File: src/rtl/vram_arbiter_pkg.sv
// Shared owner-tag and FSM encodings for the VRAM arbiter.
package vram_arbiter_pkg;

  localparam int TAG_WIDTH = 2;

  localparam logic [1:0] TAG_NONE = 2'd0;
  localparam logic [1:0] TAG_REN  = 2'd1;
  localparam logic [1:0] TAG_MPU  = 2'd2;

  // State codes match the tag codes so the owning state doubles as the read tag
  localparam logic [1:0] ST_IDLE = 2'd0;
  localparam logic [1:0] ST_REN  = 2'd1;
  localparam logic [1:0] ST_MPU  = 2'd2;

  typedef struct packed {
    logic                 valid;
    logic [TAG_WIDTH-1:0] tag;
  } rd_tag_t;

  function automatic logic [TAG_WIDTH-1:0] state_to_tag(input logic [1:0] st);
    case (st)
      ST_REN:  state_to_tag = TAG_REN;
      ST_MPU:  state_to_tag = TAG_MPU;
      default: state_to_tag = TAG_NONE;
    endcase
  endfunction

endpackage

File: src/rtl/vram_arbiter_if.sv
// Requester and VRAM port bundle; slave = arbiter view, master = requesters/VRAM view.
interface vram_arbiter_if #(
  parameter int AW = 16,
  parameter int DW = 16
);
  logic          ren_req;
  logic          ren_wr;
  logic [1:0]    ren_be;
  logic [AW-1:0] ren_addr;
  logic          ren_grant;
  logic          ren_rdata_valid;
  logic [DW-1:0] ren_rdata;

  logic          mpu_req;
  logic          mpu_wr;
  logic [1:0]    mpu_be;
  logic [AW-1:0] mpu_addr;
  logic [DW-1:0] mpu_wdata;
  logic          mpu_grant;
  logic          mpu_rdata_valid;
  logic [DW-1:0] mpu_rdata;

  logic          vram_en;
  logic          vram_rd;
  logic          vram_wr;
  logic [1:0]    vram_be;
  logic [AW-1:0] vram_addr;
  logic [DW-1:0] vram_data_out;
  logic [DW-1:0] vram_data_in;

  modport slave (
    input  ren_req, ren_wr, ren_be, ren_addr,
    output ren_grant, ren_rdata_valid, ren_rdata,
    input  mpu_req, mpu_wr, mpu_be, mpu_addr, mpu_wdata,
    output mpu_grant, mpu_rdata_valid, mpu_rdata,
    output vram_en, vram_rd, vram_wr, vram_be, vram_addr, vram_data_out,
    input  vram_data_in
  );

  modport master (
    output ren_req, ren_wr, ren_be, ren_addr,
    input  ren_grant, ren_rdata_valid, ren_rdata,
    output mpu_req, mpu_wr, mpu_be, mpu_addr, mpu_wdata,
    input  mpu_grant, mpu_rdata_valid, mpu_rdata,
    input  vram_en, vram_rd, vram_wr, vram_be, vram_addr, vram_data_out,
    output vram_data_in
  );
endinterface

File: src/rtl/vram_read_tag_pipe.sv
// Shift register of {valid, owner tag} that lines a read up with vram_data_in.
module vram_read_tag_pipe
  import vram_arbiter_pkg::*;
#(
  parameter int DEPTH = 2
) (
  input  logic    clk,
  input  logic    reset,
  input  rd_tag_t i_tag,
  output rd_tag_t o_tag
);

  rd_tag_t r_stage [DEPTH];

  // Advance one stage per cycle; reset drops everything in flight
  always_ff @(posedge clk) begin
    if (!reset) begin
      for (int i = 0; i < DEPTH; i++) r_stage[i] <= '0;
    end else begin
      r_stage[0] <= i_tag;
      for (int i = 1; i < DEPTH; i++) r_stage[i] <= r_stage[i-1];
    end
  end

  assign o_tag = r_stage[DEPTH-1];

endmodule

File: src/rtl/vram_arbiter.sv
// Renderer-priority VRAM arbiter with MPU starvation guard and tagged read return.
// Optional statistics counters are enabled with macro VRAM_ARB_STATS_EN.
module vram_arbiter
  import vram_arbiter_pkg::*;
#(
  parameter int VRAM_ADDR_WIDTH = 16,
  parameter int VRAM_DATA_WIDTH = 16,
  parameter int READ_LATENCY    = 2,
  parameter int MPU_MAX_WAIT    = 8
) (
  input  logic        clk,
  input  logic        reset,
`ifdef VRAM_ARB_STATS_EN
  input  logic        stat_clr,
  output logic [15:0] stat_mpu_grants,
  output logic [15:0] stat_mpu_stall,
`endif
  vram_arbiter_if.slave bus
);

  localparam logic [7:0] MAX_WAIT = 8'(MPU_MAX_WAIT);

  logic [7:0]                 r_wait_cnt;
  logic [1:0]                 r_state;
  logic                       w_ren_grant;
  logic                       w_mpu_grant;
  logic                       w_sel_wr;
  logic                       r_vram_en;
  logic                       r_vram_rd;
  logic                       r_vram_wr;
  logic [1:0]                 r_vram_be;
  logic [VRAM_ADDR_WIDTH-1:0] r_vram_addr;
  logic [VRAM_DATA_WIDTH-1:0] r_vram_data_out;
  logic                       r_ren_valid;
  logic                       r_mpu_valid;
  logic [VRAM_DATA_WIDTH-1:0] r_ren_rdata;
  logic [VRAM_DATA_WIDTH-1:0] r_mpu_rdata;
  rd_tag_t                    w_pipe_in;
  rd_tag_t                    w_pipe_out;

  // Grant decision from the live requests and the registered wait counter
  always_comb begin
    w_ren_grant = 1'b0;
    w_mpu_grant = 1'b0;
    if (!reset) begin
      w_ren_grant = 1'b0;
    end else if (bus.ren_req && bus.mpu_req) begin
      if (r_wait_cnt >= MAX_WAIT) w_mpu_grant = 1'b1;
      else                        w_ren_grant = 1'b1;
    end else if (bus.ren_req) begin
      w_ren_grant = 1'b1;
    end else if (bus.mpu_req) begin
      w_mpu_grant = 1'b1;
    end else begin
      w_ren_grant = 1'b0;
    end
  end

  assign w_sel_wr = w_mpu_grant ? bus.mpu_wr : bus.ren_wr;

  // Count consecutive MPU losses, saturating at the limit
  always_ff @(posedge clk) begin
    if (!reset)                              r_wait_cnt <= 8'd0;
    else if (w_mpu_grant || !bus.mpu_req)    r_wait_cnt <= 8'd0;
    else if (w_ren_grant && r_wait_cnt < MAX_WAIT) r_wait_cnt <= r_wait_cnt + 8'd1;
    else                                     r_wait_cnt <= r_wait_cnt;
  end

  // Owner of the VRAM cycle being issued next
  always_ff @(posedge clk) begin
    if (!reset)           r_state <= ST_IDLE;
    else if (w_ren_grant) r_state <= ST_REN;
    else if (w_mpu_grant) r_state <= ST_MPU;
    else                  r_state <= ST_IDLE;
  end

  // Register the granted command onto the VRAM port for one cycle
  always_ff @(posedge clk) begin
    if (!reset) begin
      r_vram_en       <= 1'b0;
      r_vram_rd       <= 1'b0;
      r_vram_wr       <= 1'b0;
      r_vram_be       <= 2'b00;
      r_vram_addr     <= '0;
      r_vram_data_out <= '0;
    end else if (w_ren_grant || w_mpu_grant) begin
      r_vram_en       <= 1'b1;
      r_vram_rd       <= !w_sel_wr;
      r_vram_wr       <= w_sel_wr;
      r_vram_be       <= w_mpu_grant ? bus.mpu_be : bus.ren_be;
      r_vram_addr     <= w_mpu_grant ? bus.mpu_addr : bus.ren_addr;
      r_vram_data_out <= (w_mpu_grant && bus.mpu_wr) ? bus.mpu_wdata : '0;
    end else begin
      r_vram_en       <= 1'b0;
      r_vram_rd       <= 1'b0;
      r_vram_wr       <= 1'b0;
      r_vram_data_out <= '0;
    end
  end

  assign w_pipe_in = '{valid: r_vram_rd, tag: state_to_tag(r_state)};

  vram_read_tag_pipe #(.DEPTH(READ_LATENCY)) u_tag_pipe (
    .clk   (clk),
    .reset (reset),
    .i_tag (w_pipe_in),
    .o_tag (w_pipe_out)
  );

  // Steer returning data to its owner; the other side keeps its last value
  always_ff @(posedge clk) begin
    if (!reset) begin
      r_ren_valid <= 1'b0;
      r_mpu_valid <= 1'b0;
      r_ren_rdata <= '0;
      r_mpu_rdata <= '0;
    end else begin
      r_ren_valid <= 1'b0;
      r_mpu_valid <= 1'b0;
      if (w_pipe_out.valid && w_pipe_out.tag == TAG_REN) begin
        r_ren_valid <= 1'b1;
        r_ren_rdata <= bus.vram_data_in;
      end else if (w_pipe_out.valid && w_pipe_out.tag == TAG_MPU) begin
        r_mpu_valid <= 1'b1;
        r_mpu_rdata <= bus.vram_data_in;
      end else begin
        r_ren_rdata <= r_ren_rdata;
      end
    end
  end

`ifdef VRAM_ARB_STATS_EN
  logic [15:0] r_stat_grants;
  logic [15:0] r_stat_stall;

  // MPU grant and stall counters, wrapping at 16 bits
  always_ff @(posedge clk) begin
    if (!reset || stat_clr) begin
      r_stat_grants <= 16'd0;
      r_stat_stall  <= 16'd0;
    end else begin
      if (w_mpu_grant)                 r_stat_grants <= r_stat_grants + 16'd1;
      else                             r_stat_grants <= r_stat_grants;
      if (bus.mpu_req && !w_mpu_grant) r_stat_stall  <= r_stat_stall + 16'd1;
      else                             r_stat_stall  <= r_stat_stall;
    end
  end

  assign stat_mpu_grants = r_stat_grants;
  assign stat_mpu_stall  = r_stat_stall;
`endif

  assign bus.ren_grant       = w_ren_grant;
  assign bus.mpu_grant       = w_mpu_grant;
  assign bus.vram_en         = r_vram_en;
  assign bus.vram_rd         = r_vram_rd;
  assign bus.vram_wr         = r_vram_wr;
  assign bus.vram_be         = r_vram_be;
  assign bus.vram_addr       = r_vram_addr;
  assign bus.vram_data_out   = r_vram_data_out;
  assign bus.ren_rdata_valid = r_ren_valid;
  assign bus.ren_rdata       = r_ren_rdata;
  assign bus.mpu_rdata_valid = r_mpu_valid;
  assign bus.mpu_rdata       = r_mpu_rdata;

endmodule
File: src/flat_wrapper.sv
// flat-port wrapper written by rule: the top's interface ports become plain ports
module vram_arbiter_flat import vram_arbiter_pkg::*;
#(
  parameter int VRAM_ADDR_WIDTH = 16,
  parameter int VRAM_DATA_WIDTH = 16,
  parameter int READ_LATENCY    = 2,
  parameter int MPU_MAX_WAIT    = 8
)
  (clk, reset, bus_ren_req, bus_ren_wr, bus_ren_be, bus_ren_addr, bus_ren_grant, bus_ren_rdata_valid, bus_ren_rdata, bus_mpu_req, bus_mpu_wr, bus_mpu_be, bus_mpu_addr, bus_mpu_wdata, bus_mpu_grant, bus_mpu_rdata_valid, bus_mpu_rdata, bus_vram_en, bus_vram_rd, bus_vram_wr, bus_vram_be, bus_vram_addr, bus_vram_data_out, bus_vram_data_in);
  vram_arbiter_if bus_i ();
  input  logic clk;
  input  logic reset;
  input wire logic [$bits(bus_i.ren_req)-1:0] bus_ren_req;
  input wire logic [$bits(bus_i.ren_wr)-1:0] bus_ren_wr;
  input wire logic [$bits(bus_i.ren_be)-1:0] bus_ren_be;
  input wire logic [$bits(bus_i.ren_addr)-1:0] bus_ren_addr;
  output wire logic [$bits(bus_i.ren_grant)-1:0] bus_ren_grant;
  output wire logic [$bits(bus_i.ren_rdata_valid)-1:0] bus_ren_rdata_valid;
  output wire logic [$bits(bus_i.ren_rdata)-1:0] bus_ren_rdata;
  input wire logic [$bits(bus_i.mpu_req)-1:0] bus_mpu_req;
  input wire logic [$bits(bus_i.mpu_wr)-1:0] bus_mpu_wr;
  input wire logic [$bits(bus_i.mpu_be)-1:0] bus_mpu_be;
  input wire logic [$bits(bus_i.mpu_addr)-1:0] bus_mpu_addr;
  input wire logic [$bits(bus_i.mpu_wdata)-1:0] bus_mpu_wdata;
  output wire logic [$bits(bus_i.mpu_grant)-1:0] bus_mpu_grant;
  output wire logic [$bits(bus_i.mpu_rdata_valid)-1:0] bus_mpu_rdata_valid;
  output wire logic [$bits(bus_i.mpu_rdata)-1:0] bus_mpu_rdata;
  output wire logic [$bits(bus_i.vram_en)-1:0] bus_vram_en;
  output wire logic [$bits(bus_i.vram_rd)-1:0] bus_vram_rd;
  output wire logic [$bits(bus_i.vram_wr)-1:0] bus_vram_wr;
  output wire logic [$bits(bus_i.vram_be)-1:0] bus_vram_be;
  output wire logic [$bits(bus_i.vram_addr)-1:0] bus_vram_addr;
  output wire logic [$bits(bus_i.vram_data_out)-1:0] bus_vram_data_out;
  input wire logic [$bits(bus_i.vram_data_in)-1:0] bus_vram_data_in;
  assign bus_i.ren_req = bus_ren_req;
  assign bus_i.ren_wr = bus_ren_wr;
  assign bus_i.ren_be = bus_ren_be;
  assign bus_i.ren_addr = bus_ren_addr;
  assign bus_ren_grant = bus_i.ren_grant;
  assign bus_ren_rdata_valid = bus_i.ren_rdata_valid;
  assign bus_ren_rdata = bus_i.ren_rdata;
  assign bus_i.mpu_req = bus_mpu_req;
  assign bus_i.mpu_wr = bus_mpu_wr;
  assign bus_i.mpu_be = bus_mpu_be;
  assign bus_i.mpu_addr = bus_mpu_addr;
  assign bus_i.mpu_wdata = bus_mpu_wdata;
  assign bus_mpu_grant = bus_i.mpu_grant;
  assign bus_mpu_rdata_valid = bus_i.mpu_rdata_valid;
  assign bus_mpu_rdata = bus_i.mpu_rdata;
  assign bus_vram_en = bus_i.vram_en;
  assign bus_vram_rd = bus_i.vram_rd;
  assign bus_vram_wr = bus_i.vram_wr;
  assign bus_vram_be = bus_i.vram_be;
  assign bus_vram_addr = bus_i.vram_addr;
  assign bus_vram_data_out = bus_i.vram_data_out;
  assign bus_i.vram_data_in = bus_vram_data_in;
  vram_arbiter #(.VRAM_ADDR_WIDTH(VRAM_ADDR_WIDTH), .VRAM_DATA_WIDTH(VRAM_DATA_WIDTH), .READ_LATENCY(READ_LATENCY), .MPU_MAX_WAIT(MPU_MAX_WAIT)) u_core (.clk(clk), .reset(reset), .bus(bus_i));
endmodule
File: config.mk
export PLATFORM = sky130hd
export DESIGN_NAME = vram_arbiter_flat
export DESIGN_NICKNAME = d
export VERILOG_FILES = /design/src/rtl/vram_arbiter_pkg.sv /design/src/rtl/vram_arbiter_if.sv /design/src/rtl/vram_read_tag_pipe.sv /design/src/rtl/vram_arbiter.sv /design/src/flat_wrapper.sv
export SDC_FILE = /design/constraint.sdc
export NUM_CORES = 1
export LEC_CHECK = 0
export CORE_UTILIZATION = 39
export CTS_BUF_LIST = sky130_fd_sc_hd__clkbuf_16
export DETAILED_ROUTE_END_ITERATION = 8
export MAX_ROUTING_LAYER = met4
export PLACE_DENSITY = 0.79
export SETUP_SLACK_MARGIN = 0.05
export SLEW_MARGIN = 5
export SYNTH_ARGS = -nofsm -noshare
export SYNTH_HDL_FRONTEND = slang
export SYNTH_SLANG_ARGS = --single-unit
File: constraint.sdc
create_clock -name clk -period 2.3 [get_ports clk]
set_input_delay 0.46 -clock clk [delete_from_list [all_inputs] [get_ports clk]]
set_output_delay 0.46 -clock clk [all_outputs]
set_load 0.02 [all_outputs]
# ---- After elaboration in Yosys (flattened, before gate mapping)
# Memories as Yosys holds them, arrays and structs flattened.
# Cells that the tools add are included.
# W data, S select, Z words.
dict set report op_classes {
  n_shift 0
  mux 22
  n_reduce_logical 15
  magnitude_cmp 2
  div_mod_pow 0
  n_addsub 1
  n_mul 0
  n_bitwise 4
  n_eq_ne 4
}
# operator count
set op_table {}
lappend op_table {{$mux W1} 16}
lappend op_table {{$mux W16} 1}
lappend op_table {{$add A8 B1 Y8 const B} 1}
lappend op_table {{$ge A8 B4 Y1 const B} 1}
lappend op_table {{$lt A8 B4 Y1 const B} 1}
lappend op_table {{$mux W3} 2}
lappend op_table {{$reduce_or A2 Y1} 3}
lappend op_table {{$logic_and A1 B1 Y1} 5}
lappend op_table {{$eq A2 B1 Y1 const B} 2}
lappend op_table {{$eq A2 B2 Y1 const B} 2}
lappend op_table {{$mux W2} 2}
lappend op_table {{$pmux W2 S2} 1}
lappend op_table {{$reduce_and A2 Y1} 2}
lappend op_table {{$reduce_and A3 Y1} 1}
lappend op_table {{$logic_not A1 Y1} 2}
lappend op_table {{$logic_or A1 B1 Y1} 2}
lappend op_table {{$not A1 Y1} 2}
lappend op_table {{$or A1 B1 Y1} 2}
dict set report word_totals {
  latchBits 0
  memories 1
  output_inout_bits 73
  mem_bits_rw 6
  elab_cells 62
  romBits 0
  register_bits 81
  in_bits 74
}
# name words word_bits rd rd_clocked_by_memory_dff wr line
set memory_table {}
lappend memory_table {u_core.u_tag_pipe.r_stage 2 3 2 0 2 vram_read_tag_pipe.sv:13} ;# rd_tag_t r_stage [DEPTH];

# ---- Depth between registers and ports, before layout
dict set report depth {
  depth_word 6
  depth_mapped 5
}

# ---- Cells and area by module
# A second synthesis with hierarchy kept.
dict set report unflattened {
  hier_cells 308
  hier_area_um2 3017.9
}
# mod area_each_um2 n_inst cells_each
set modules_own_cells {}
lappend modules_own_cells {vram_arbiter 2837.7 1 293}
lappend modules_own_cells {vram_read_tag_pipe 180.2 1 15}

# ---- Worst setup path after synthesis
# No wires, ideal clock.
dict set report synth_timing {
  kind {flip-flop to output port}
  from {reg u_core.r_wait_cnt[7]}
  to {out bus_ren_grant}
  arrival_ns 1.380
  required_time_ns 1.840
  path_stages_with_launch 4
  path_slack_ns 0.460
  cell_sequence {dfxtp_1 -> or3_4 -> o41ai_4 -> buf_6}
}
dict set report synth_between {
  elab_chain_cells 4
}
# element line
set synth_rtl {}
lappend synth_rtl {{start: declaration} vram_arbiter.sv:23} ;# logic [7:0] r_wait_cnt;
lappend synth_rtl {{start signal: assignment} vram_arbiter.sv:65} ;# else if (w_ren_grant && r_wait_cnt < MAX_WAIT) r_wait_cnt <= r_wait_cnt + 8'd1;
lappend synth_rtl {{start signal: assignment} vram_arbiter.sv:66} ;# else r_wait_cnt <= r_wait_cnt;
lappend synth_rtl {{$ge A8 B4 Y1} vram_arbiter.sv:48} ;# if (r_wait_cnt >= MAX_WAIT) w_mpu_grant = 1'b1;
lappend synth_rtl {{$mux W1} vram_arbiter.sv:48}
lappend synth_rtl {{$mux W1} vram_arbiter.sv:47} ;# end else if (bus.ren_req && bus.mpu_req) begin
lappend synth_rtl {{$mux W1} vram_arbiter.sv:45} ;# if (!reset) begin
lappend synth_rtl {{end: declaration} flat_wrapper.sv:17} ;# output wire logic [$bits(bus_i.ren_grant)-1:0] bus_ren_grant;
# No other way between the ends.

# ---- Worst setup path in the final report
dict set report layout_timing {
  from {in bus_ren_req}
  to {out bus_mpu_grant}
}
dict set report layout_between {
  elab_chain_cells 3
  elab_cells_between_ends 4
  classes_between {mux (3); reduce/logical (1)}
}
# element line
set layout_rtl {}
lappend layout_rtl {{start: declaration} flat_wrapper.sv:13} ;# input wire logic [$bits(bus_i.ren_req)-1:0] bus_ren_req;
lappend layout_rtl {{$mux W1 or $logic_and A1 B1 Y1 (tied branches)} {vram_arbiter.sv:50, vram_arbiter.sv:47}}
lappend layout_rtl {{$mux W1 (*)} vram_arbiter.sv:47}
lappend layout_rtl {{$mux W1 (*)} vram_arbiter.sv:45}
lappend layout_rtl {{end: declaration} flat_wrapper.sv:25} ;# output wire logic [$bits(bus_i.mpu_grant)-1:0] bus_mpu_grant;
# Mark *: on every way between the ends. The rest lies on a longest branch, timed or not.

==> out/qor.yml <==
status:
  status: "complete, no violations"
worst_setup_path:
  crit_chain: "clkdlybuf4s50_1 > nor3b_2 > a21oi_2 > dlygate4sd2_1"
  worst-path-buf-inv: 2
  critPathMaxFanout: 4
  r2r_end: "u_core.bus.vram_addr[4]"
  cp.depth: 4
  rr_startpoint: "u_core.r_wait_cnt[3]"
  worstSetupPathType: "primary input to primary output"
  cp_data_arrival_time_ns: 1.74
  r2r_slack_ns: 0.49
  start_kind: "primary input"
  crit_required_ns: 1.84
  crit_family: "buffers and inverters"
  end_kind: "primary output"
  slowest_delay_ns: 0.55
  critPathSlowestCell: "clkdlybuf4s50_1"
  ff2ff_path_depth: 5
route:
  ant_nets: 0
  first_iter_violations: 75
  routedWlPerCell_um: 14.7
  drc_errors: 0
  wirelength_mm: 7.81
  first_pass_iters: 5
  num_vias: 2632
  viasPerCell: 4.96
floorplanning:
  die_w_um: 88.1
  initial_utilization: 0.400
  coreArea_um2: 7210
  pin_count: 147
  die_y_um: 88.1
  rows: 31
  fp.dieArea_um2: 7750
timing:
  tightestPinTransition_ns: 0.694
  period_share: 0.957
  fmax_mhz: 454
  final-hold-violation-count: 0
  setup_viol_count_final: 0
  setup_slack_ns: 0.0980
  fin_crit_ns: 2.20
  relSlewSlack: 0.536
  fin_skew_ns: 0.00738
  rsz0062_at_grt: "false"
  slew_violations: 0
power:
  ir_drop_uv: 348
  power_density_nw_per_um2: 714
  leakage_nw: 1.91
global_route:
  grt_first_pass_wirelength_mm: 12.0
  grtUsageTotal: 0.210
  grt_max_degree: 35
  first_global_vias: 2518
  grt-ovfl-total: 0
  antenna_found_initial: 0
placed_design:
  gp_congestion: 0.877
  hpwl_mm: 5.65
  place_area_um2: 4530
  port_buffers: 146
  dp_slack_ns: -0.281
  dp_cells: 515
cts:
  cts_root_buf: "clkbuf_16"
  cts_made_buffers: 9
  cts_hold_buffers: 0
  cts_max_level: 3
  cts.sinks: 87
  clkLatencyLatePin_ns: 0.33
  clock_path_buffers: 2
  tritoncts: "built"
  cts.clk_slew.worst_paths_ns: 0.06
finish:
  diodes: 0
  final_common_cell: "clkdlybuf4s50_1"
  multi_input_area_um2: 1070
  finalNonFillerCells: 531
  fin_area_um2: 4840
  area_growth_syn_to_layout_pct: 67.6
  nFillCells: 561
  fin_util: 0.671
  drive_gt1_frac: 0.127
  ff_latch_area_um2: 1740
  final_net_count: 503
  final_cell_mix: "144 x clkdlybuf4s50_1, 87 x dfxtp_1, 37 x nand2_1"
logic_synthesis:
  ys_seq_area_frac: 0.603
  synth_ff_type: "dfxtp_1"
  yosysWarnings: 0
  synthArstFlopShare: 0
  yosysUniqueCellTypes: 34
  syn-cell-area_um2: 2890
  synth_cells: 266
  synth_edf_count: 0
  synth_area_per_cell_um2: 10.9
  synth-seq-cells: 87
job:
  maxCapViolations: 0
hold_path:
  holdPathEnd: "u_core.u_tag_pipe.r_stage[0][0]"
  worstHoldStart: "u_core.r_state[1]"
  min_path_type: "register to register"
  hold_depth: 1
[report_power, final]
| group | total [mW] | switching (mW) | internal (mW) |
|---|---|---|---|
| Combinational | 0.375 | 0.150 | 0.225 |
| Sequential | 1.58 | 0.0226 | 1.55 |
| Clock | 1.51 | 0.565 | 0.943 |
[registers in the layout (all words and copies together) (netlist names)]
register,flops
u_core.r_state,2
u_core.bus.ren_rdata,16
u_core.bus.vram_addr,16
u_core.bus.vram_en,1
u_core.bus.vram_be,2
u_core.bus.mpu_rdata,16
u_core.bus.vram_wr,1
u_core.bus.vram_data_out,16
u_core.u_tag_pipe.r_stage,6
u_core.bus.mpu_rdata_valid,1
u_core.bus.ren_rdata_valid,1
u_core.bus.vram_rd,1
u_core.r_wait_cnt,8
[synthesized netlist by cell type, drive strengths merged (3+ instances only)]
| library cell | number | area share |
|---|---|---|
| nand2 | 37 | 0.048 |
| buf | 5 | 0.010 |
| nor3 | 5 | 0.0087 |
| nor3b | 3 | 0.0095 |
| dfxtp | 87 | 0.60 |
| a21oi | 18 | 0.032 |
| inv | 5 | 0.0065 |
| a22o | 16 | 0.049 |
| and2 | 22 | 0.048 |
| and3 | 16 | 0.035 |
| a221o | 17 | 0.066 |
| clkbuf | 9 | 0.012 |
| nand3b | 3 | 0.0078 |
| nor2 | 4 | 0.0052 |
[worst max path at each step]
stage,from,to,slack [ns]
final,bus_ren_req,bus_mpu_grant,0.1
after global routing,bus_ren_req,bus_mpu_grant,0.05
after CTS,u_core.r_wait_cnt[7],bus_ren_grant,0.002
after detailed placement,bus_ren_req,bus_ren_grant,-0.28
after global placement,bus_ren_req,bus_ren_grant,-0.29
after floorplan,u_core.r_wait_cnt[7],bus_ren_grant,0.46
[repair_timing]
item	in CTS	in global routing
setup buffers	0	0
hold endpoints to repair	0	0
gates resized for setup	2	2
endpoints found under the setup margin	2	1
[per-stage QoR]
step | power (mW) | hold WS, ns | TNS, ns
after floorplan | 1.74 | 0.382 | 0
after CTS | 3.48 | 0.416 | 0
after global placement | 1.98 | 0.389 | -0.441
after global routing | 3.58 | 0.443 | 0
final | 3.46 | 0.417 | 0
after detailed placement | 1.98 | 0.407 | -0.447
[kinds of logic after synthesis]
| kind of cell | Yosys count | share of synthesized area |
|---|---|---|
| compound gates | 60 | 0.176 |
| other cells | 1 | 0.00130 |
| xor+xnor | 1 | 0.00303 |
| flops | 87 | 0.603 |
| mux | 1 | 0.00390 |
| buf+inv | 19 | 0.0286 |
| fa+ha+maj | 2 | 0.00866 |
| simple gates | 95 | 0.175 |
[per-layer routing]
layer / GRT usage / share of wire
met3: 0.0641 / 0.086
met1: 0.233 / 0.41
met4: 0.0645 / 0.0069
met5: - / 0
met2: 0.361 / 0.50
[layout make-up]
cell class | count | share of cell area
clock inverters | 7 | 0.0184
well taps | 99 | 0.0256
clock buffers | 9 | 0.0465
repair buffers | 161 | 0.324
multi-input cells | 163 | 0.222
inverters | 5 | 0.00388
flip-flops and latches | 87 | 0.360
Note: power is estimated with default switching activity, not from simulation.
